**src/rtl/reg_file_pkg.sv**
```systemverilog
// Shared constants and state type for the multi-port integer register file.
package reg_file_pkg;

    localparam int unsigned XLEN_DEF     = 64;
    localparam int unsigned NUM_REGS_DEF = 32;
    localparam int unsigned ZERO_REG     = 0;

    typedef enum logic [0:0] {
        RF_INIT,
        RF_READY
    } rf_state_t;

endpackage

```
**src/rtl/reg_file_mp_if.sv**
```systemverilog
// Decode/write-back facing bus of the register file: reads, two retire lanes, issue, ready.
interface reg_file_mp_if
    import reg_file_pkg::*;
#(
    parameter int unsigned XLEN     = XLEN_DEF,
    parameter int unsigned NUM_REGS = NUM_REGS_DEF,
    parameter int unsigned NUM_READ = 2
);
    localparam int unsigned AW = $clog2(NUM_REGS);

    logic [NUM_READ*AW-1:0]   rd_addr;
    logic [NUM_READ*XLEN-1:0] rd_data;
    logic [NUM_READ-1:0]      rd_busy;
    logic                     wb0_en;
    logic [AW-1:0]            wb0_addr;
    logic [XLEN-1:0]          wb0_data;
    logic                     wb1_en;
    logic [AW-1:0]            wb1_addr;
    logic [XLEN-1:0]          wb1_data;
    logic                     issue_en;
    logic [AW-1:0]            issue_addr;
    logic                     ready;

    modport master (
        output rd_addr, wb0_en, wb0_addr, wb0_data, wb1_en, wb1_addr, wb1_data,
               issue_en, issue_addr,
        input  rd_data, rd_busy, ready
    );

    modport slave (
        input  rd_addr, wb0_en, wb0_addr, wb0_data, wb1_en, wb1_addr, wb1_data,
               issue_en, issue_addr,
        output rd_data, rd_busy, ready
    );

endinterface

```
**src/rtl/reg_file_scoreboard.sv**
```systemverilog
// Per-register busy bits: issue sets, write-back clears, set beats clear; x0 is never busy.
module reg_file_scoreboard
    import reg_file_pkg::*;
#(
    parameter int unsigned NUM_REGS = NUM_REGS_DEF,
    parameter int unsigned NUM_READ = 2,
    parameter int unsigned AW       = $clog2(NUM_REGS)
) (
    input  logic                   clock,
    input  logic                   reset_n,
    input  logic                   enable,
    input  logic                   set_en,
    input  logic [AW-1:0]          set_addr,
    input  logic                   clr0_en,
    input  logic [AW-1:0]          clr0_addr,
    input  logic                   clr1_en,
    input  logic [AW-1:0]          clr1_addr,
    input  logic [NUM_READ*AW-1:0] rd_addr,
    output logic [NUM_READ-1:0]    rd_busy
);

    logic [NUM_REGS-1:0] busy_q, busy_d;

    always_ff @(posedge clock or negedge reset_n) begin
        if (!reset_n) begin
            busy_q <= '0;
        end else begin
            busy_q <= busy_d;
        end
    end

    always_comb begin
        busy_d = busy_q;
        if (enable) begin
            if (clr0_en) busy_d[clr0_addr] = 1'b0;
            if (clr1_en) busy_d[clr1_addr] = 1'b0;
            // A same-cycle issue means a newer producer is in flight
            if (set_en)  busy_d[set_addr]  = 1'b1;
        end
        busy_d[ZERO_REG] = 1'b0;
    end

    for (genvar k = 0; k < NUM_READ; k++) begin : g_lookup
        assign rd_busy[k] = enable & busy_q[rd_addr[k*AW +: AW]];
    end

endmodule

```
**src/rtl/reg_file_mp.sv**
```systemverilog
// Multi-port register file with init sweep and busy scoreboard.
// Define REG_FILE_BYPASS_EN to forward same-cycle write data onto matching read ports.
module reg_file_mp
    import reg_file_pkg::*;
#(
    parameter int unsigned XLEN     = XLEN_DEF,
    parameter int unsigned NUM_REGS = NUM_REGS_DEF,
    parameter int unsigned NUM_READ = 2
) (
    input  logic         clock,
    input  logic         reset_n,
    reg_file_mp_if.slave bus
);

    localparam int unsigned AW = $clog2(NUM_REGS);

    rf_state_t       state_q, state_d;
    logic [AW-1:0]   cnt_q, cnt_d;
    logic            ready;
    logic            wb0_we, wb1_we;
    logic [XLEN-1:0] mem [NUM_REGS];

    always_ff @(posedge clock or negedge reset_n) begin
        if (!reset_n) begin
            state_q <= RF_INIT;
            cnt_q   <= '0;
        end else begin
            state_q <= state_d;
            cnt_q   <= cnt_d;
        end
    end

    always_comb begin
        state_d = state_q;
        cnt_d   = cnt_q;
        unique case (state_q)
            RF_INIT: begin
                cnt_d = cnt_q + AW'(1);
                if (cnt_q == AW'(NUM_REGS - 1)) state_d = RF_READY;
            end
            RF_READY: state_d = RF_READY;
        endcase
    end

    assign ready     = (state_q == RF_READY);
    assign bus.ready = ready;
    assign wb0_we    = ready && bus.wb0_en && (bus.wb0_addr != AW'(ZERO_REG));
    assign wb1_we    = ready && bus.wb1_en && (bus.wb1_addr != AW'(ZERO_REG));

    // Storage has no reset; the sweep zeroes it. wb1 is written last so it wins a collision.
    always_ff @(posedge clock) begin
        if (!ready) begin
            mem[cnt_q] <= '0;
        end else begin
            if (wb0_we) mem[bus.wb0_addr] <= bus.wb0_data;
            if (wb1_we) mem[bus.wb1_addr] <= bus.wb1_data;
        end
    end

    for (genvar k = 0; k < NUM_READ; k++) begin : g_rd
        logic [AW-1:0]   addr;
        logic [XLEN-1:0] data;

        assign addr = bus.rd_addr[k*AW +: AW];

        always_comb begin
            data = mem[addr];
`ifdef REG_FILE_BYPASS_EN
            if (wb0_we && (bus.wb0_addr == addr)) data = bus.wb0_data;
            if (wb1_we && (bus.wb1_addr == addr)) data = bus.wb1_data;
`endif
            if (!ready || (addr == AW'(ZERO_REG))) data = '0;
        end

        assign bus.rd_data[k*XLEN +: XLEN] = data;
    end

    reg_file_scoreboard #(
        .NUM_REGS (NUM_REGS),
        .NUM_READ (NUM_READ),
        .AW       (AW)
    ) u_scoreboard (
        .clock     (clock),
        .reset_n   (reset_n),
        .enable    (ready),
        .set_en    (bus.issue_en),
        .set_addr  (bus.issue_addr),
        .clr0_en   (bus.wb0_en),
        .clr0_addr (bus.wb0_addr),
        .clr1_en   (bus.wb1_en),
        .clr1_addr (bus.wb1_addr),
        .rd_addr   (bus.rd_addr),
        .rd_busy   (bus.rd_busy)
    );

endmodule

```
**src/flat_wrapper.sv**
```systemverilog
// flat-port wrapper written by rule: the top's interface ports become plain ports
module reg_file_mp_flat import reg_file_pkg::*;
#(
    parameter int unsigned XLEN     = XLEN_DEF,
    parameter int unsigned NUM_REGS = NUM_REGS_DEF,
    parameter int unsigned NUM_READ = 2
)
  (clock, reset_n, bus_rd_addr, bus_wb0_en, bus_wb0_addr, bus_wb0_data, bus_wb1_en, bus_wb1_addr, bus_wb1_data, bus_issue_en, bus_issue_addr, bus_rd_data, bus_rd_busy, bus_ready);
  reg_file_mp_if #(.XLEN(XLEN), .NUM_REGS(NUM_REGS), .NUM_READ(NUM_READ)) bus_i ();
  input  logic clock;
  input  logic reset_n;
  input wire logic [$bits(bus_i.rd_addr)-1:0] bus_rd_addr;
  input wire logic [$bits(bus_i.wb0_en)-1:0] bus_wb0_en;
  input wire logic [$bits(bus_i.wb0_addr)-1:0] bus_wb0_addr;
  input wire logic [$bits(bus_i.wb0_data)-1:0] bus_wb0_data;
  input wire logic [$bits(bus_i.wb1_en)-1:0] bus_wb1_en;
  input wire logic [$bits(bus_i.wb1_addr)-1:0] bus_wb1_addr;
  input wire logic [$bits(bus_i.wb1_data)-1:0] bus_wb1_data;
  input wire logic [$bits(bus_i.issue_en)-1:0] bus_issue_en;
  input wire logic [$bits(bus_i.issue_addr)-1:0] bus_issue_addr;
  output wire logic [$bits(bus_i.rd_data)-1:0] bus_rd_data;
  output wire logic [$bits(bus_i.rd_busy)-1:0] bus_rd_busy;
  output wire logic [$bits(bus_i.ready)-1:0] bus_ready;
  assign bus_i.rd_addr = bus_rd_addr;
  assign bus_i.wb0_en = bus_wb0_en;
  assign bus_i.wb0_addr = bus_wb0_addr;
  assign bus_i.wb0_data = bus_wb0_data;
  assign bus_i.wb1_en = bus_wb1_en;
  assign bus_i.wb1_addr = bus_wb1_addr;
  assign bus_i.wb1_data = bus_wb1_data;
  assign bus_i.issue_en = bus_issue_en;
  assign bus_i.issue_addr = bus_issue_addr;
  assign bus_rd_data = bus_i.rd_data;
  assign bus_rd_busy = bus_i.rd_busy;
  assign bus_ready = bus_i.ready;
  reg_file_mp #(.XLEN(XLEN), .NUM_REGS(NUM_REGS), .NUM_READ(NUM_READ)) u_core (.clock(clock), .reset_n(reset_n), .bus(bus_i));
endmodule
```
**config.mk**
```make
export PLATFORM = sky130hd
export DESIGN_NAME = reg_file_mp_flat
export DESIGN_NICKNAME = d
export VERILOG_FILES = /design/src/rtl/reg_file_pkg.sv /design/src/rtl/reg_file_mp_if.sv /design/src/rtl/reg_file_scoreboard.sv /design/src/rtl/reg_file_mp.sv /design/src/flat_wrapper.sv
export SDC_FILE = /design/constraint.sdc
export NUM_CORES = 2
export LEC_CHECK = 0
export CAP_MARGIN = 20
export CORE_UTILIZATION = 44
export CTS_BUF_LIST = sky130_fd_sc_hd__clkbuf_8
export CTS_CLUSTER_SIZE = 28
export DETAILED_ROUTE_END_ITERATION = 10
export GPL_TIMING_DRIVEN = 1
export PLACE_DENSITY = 0.63
export SYNTH_ARGS = -nofsm -noshare
export SYNTH_HDL_FRONTEND = slang
export SYNTH_SLANG_ARGS = --single-unit
```
**constraint.sdc**
```tcl
create_clock -name clock -period 13.1 [get_ports clock]
set_input_delay 3.275 -clock clock [delete_from_list [all_inputs] [get_ports clock]]
set_output_delay 3.275 -clock clock [all_outputs]
set_load 0.03 [all_outputs]
```
==> qor.yml <==
run_status:
  status: "complete, no violations"
grt:
  track_usage: 0.323
  grt_pass1_wl_um: 622000
  grt_pass1_vias: 82737
  grt.overflow.total: 0
  grt_max_degree: 139
  grt_antenna_before_repair: 40
pwr:
  p_per_area_mw_per_mm2: 114
  leakage_nw: 45.5
  finalPower_mw: 14.9
  vdd_drop_max_mv: 0.0935
die:
  start_util: 0.443
  rows: 190
  io-pin-count: 289
  core-area_mm2: 0.268
  chipWidth_um: 521
  die_y_um: 521
  dieArea_mm2: 0.272
yosys:
  synth-edff-count: 2048
  synth_area_leaders: "edfxtp_1 (52%), mux4_2 (20%), o21ai_0 (6.5%)"
  yosys_warnings: 0
  yosysTopAreaCellShare: 0.519
  synth_common_cells: "edfxtp_1 (2,048), nand2_1 (1,638), o21ai_0 (1,551)"
  ys_ff_latch: 2085
  synth_top_flop_cell: "edfxtp_1"
  syn-instance-count: 8953
  avgSynthCellArea_um2: 13.2
  async_flop_share: 0.0177
  ys_types: 46
  syn_nets: 9113
  syn_area_mm2: 0.119
  yosysMostFrequentCell: "edfxtp_1"
  synth_top_area_cell: "edfxtp_1"
  ys_seq_area_frac: 0.527
timing:
  period_minus_slack_ps: 10720
  rsz0062_at_grt: "false"
  hold_slack_ps: 514
  max_slew.worst_pin.slew_ps: 1250
  fin_crit_sh: 0.818
  relSlewSlack: 0.166
  setup_viol: 0
  worst_slack_ps: 2380
  clock.fmax_mhz: 93.3
  slew_violations: 0
  finClkSkew_ps: 60.6
  hold_violations: 0
  tns_ps: 0
cts:
  cts-root-buf: "clkbuf_8"
  cts_max_level: 5
  cts_made_buffers: 370
  cts_tree: "yes"
  cts_setup_buffers: 0
  cts_sinks: 2085
  clock_path_buffers: 4
  clock_latency_ps: 1050
  ctsHoldBuffers: 0
  cts_resized: 0
  path_clk_slew_ps: 50
place:
  io_buffers: 288
  dpl_cell_area_mm2: 0.124
  place_congestion: 0.828
  dp_slack_ps: 2490
  place_hpwl_um: 235000
setup_path:
  crit_fanout: 25
  start_kind: "input port"
  r2r_setup_slack_ps: 7920
  crit_type: "input port to output port"
  rr_startpoint: "u_core.bus.ready"
  endpoint_kind: "output port"
  crit_path_start: "bus_rd_addr[2]"
  crit_required_ps: 9820
  arrival_ps: 7440
detailed_routing:
  post_drt_via_cell_ratio: 6.79
  drcViolationCount: 0
  drt_first_pass_iters: 9
  drtIter0Drc: 13763
  via_count: 85787
  drt-wirelength-per-cell_um: 35.4
  wl_um: 447000
  ant_nets: 0
final_layout:
  final_layout_size_suffix_gt1_frac: 0.254
  fillers: 22639
  final_cell_area_mm2: 0.132
  nets: 8946
  synthToLayoutAreaGrowth_pct: 11.0
flow_run:
  maxCapViolations: 0
hold_path:
  hold_class: "register to register"
  min_from: "u_core.u_scoreboard.busy_q[29]"
==> final timing paths <==
path / end / cells past startpoint
min: u_core.u_scoreboard.busy_q[29] / 1
max in group asynchronous: u_core.bus.ready / 1
min reg2reg: u_core.u_scoreboard.busy_q[29] / 1
min in group asynchronous: u_core.u_scoreboard.busy_q[20] / 1
max: bus_rd_data[48] / 6
max reg2reg: u_core.mem[16][21] / 7
==> worst max-delay path, stage by stage <==
cell and delay [ps]:
clkdlybuf4s50_1 740, nand3_4 700, buf_4 610, buf_4 420, o221ai_1 760, clkdlybuf4s50_1 830
==> registers in the layout, summed over array words and instances, names as in the netlist <==
| signal | flops |
|---|---|
| u_core.bus.ready | 1 |
| u_core.u_scoreboard.busy_q | 31 |
| u_core.mem | 2048 |
| u_core.cnt_q | 5 |
==> kinds of logic after synthesis <==
logic type	count (synthesis)	synth area share
buf+inv	1160	0.0391
xor+xnor	3	0.000222
simple gates	1773	0.0588
compound gates	1911	0.0909
fa+ha+maj	2	0.000211
flops	2085	0.527
mux	2019	0.284
==> cells in the final DEF, fill, tap and decap left out, drive strengths merged, types with 35 or more instances in the layout <==
master         netlist  layout
edfxtp            2048    2048
nand2             1638    1638
o21ai             1552    1552
mux4              1032    1032
mux2i              526     526
mux2               461     461
clkbuf             750     382
clkdlybuf4s50        0     281
buf                343     267
inv                 67     190
clkinv               0     144
o22a               131     131
o221ai             128     128
o22ai               41      41
dfrtp               37      37
nor2                35      35
==> routing by layer <==
metal | up-vias | wire (µm) | track usage
li1 | 34472 | - | -
met1 | 43052 | 159000 | 0.424
met2 | 6852 | 203000 | 0.501
met3 | 1375 | 60800 | 0.0831
met4 | 36 | 24000 | 0.158
met5 | - | 276 | 0
==> per-stage QoR <==
| stage | cells | util |
|---|---|---|
| after global routing | 12631 | 0.491 |
| after floorplan | 8953 | - |
| after detailed placement | 11939 | 0.464 |
| after global placement | 11938 | 0.464 |
| after CTS | 12597 | 0.489 |
| final | 12634 | 0.491 |
==> area by class of cell <==
| type | instances | area [µm²] | share of cell area |
|---|---|---|---|
| Timing Repair Buffer | 554 | 5530 | 0.0421 |
| Multi-Input combinational cell | 5708 | 52200 | 0.397 |
| Sequential cell | 2085 | 62400 | 0.475 |
| Tap cell | 3552 | 4440 | 0.0338 |
| Clock inverter | 282 | 1460 | 0.0111 |
| Inverter | 67 | 251 | 0.00191 |
| Antenna cell | 10 | 25.0 | 0.000190 |
| Clock buffer | 376 | 5170 | 0.0393 |
==> where the power goes <==
| part | leakage [nW] | internal [mW] | total, mW | switching [mW] |
|---|---|---|---|---|
| logic | 19.9 | 0.671 | 1.77 | 1.10 |
| clock network | 3.84 | 2.85 | 5.75 | 2.90 |
| registers | 21.8 | 7.39 | 7.41 | 0.0180 |
No activity file was read; power rests on OpenSTA's default activity.
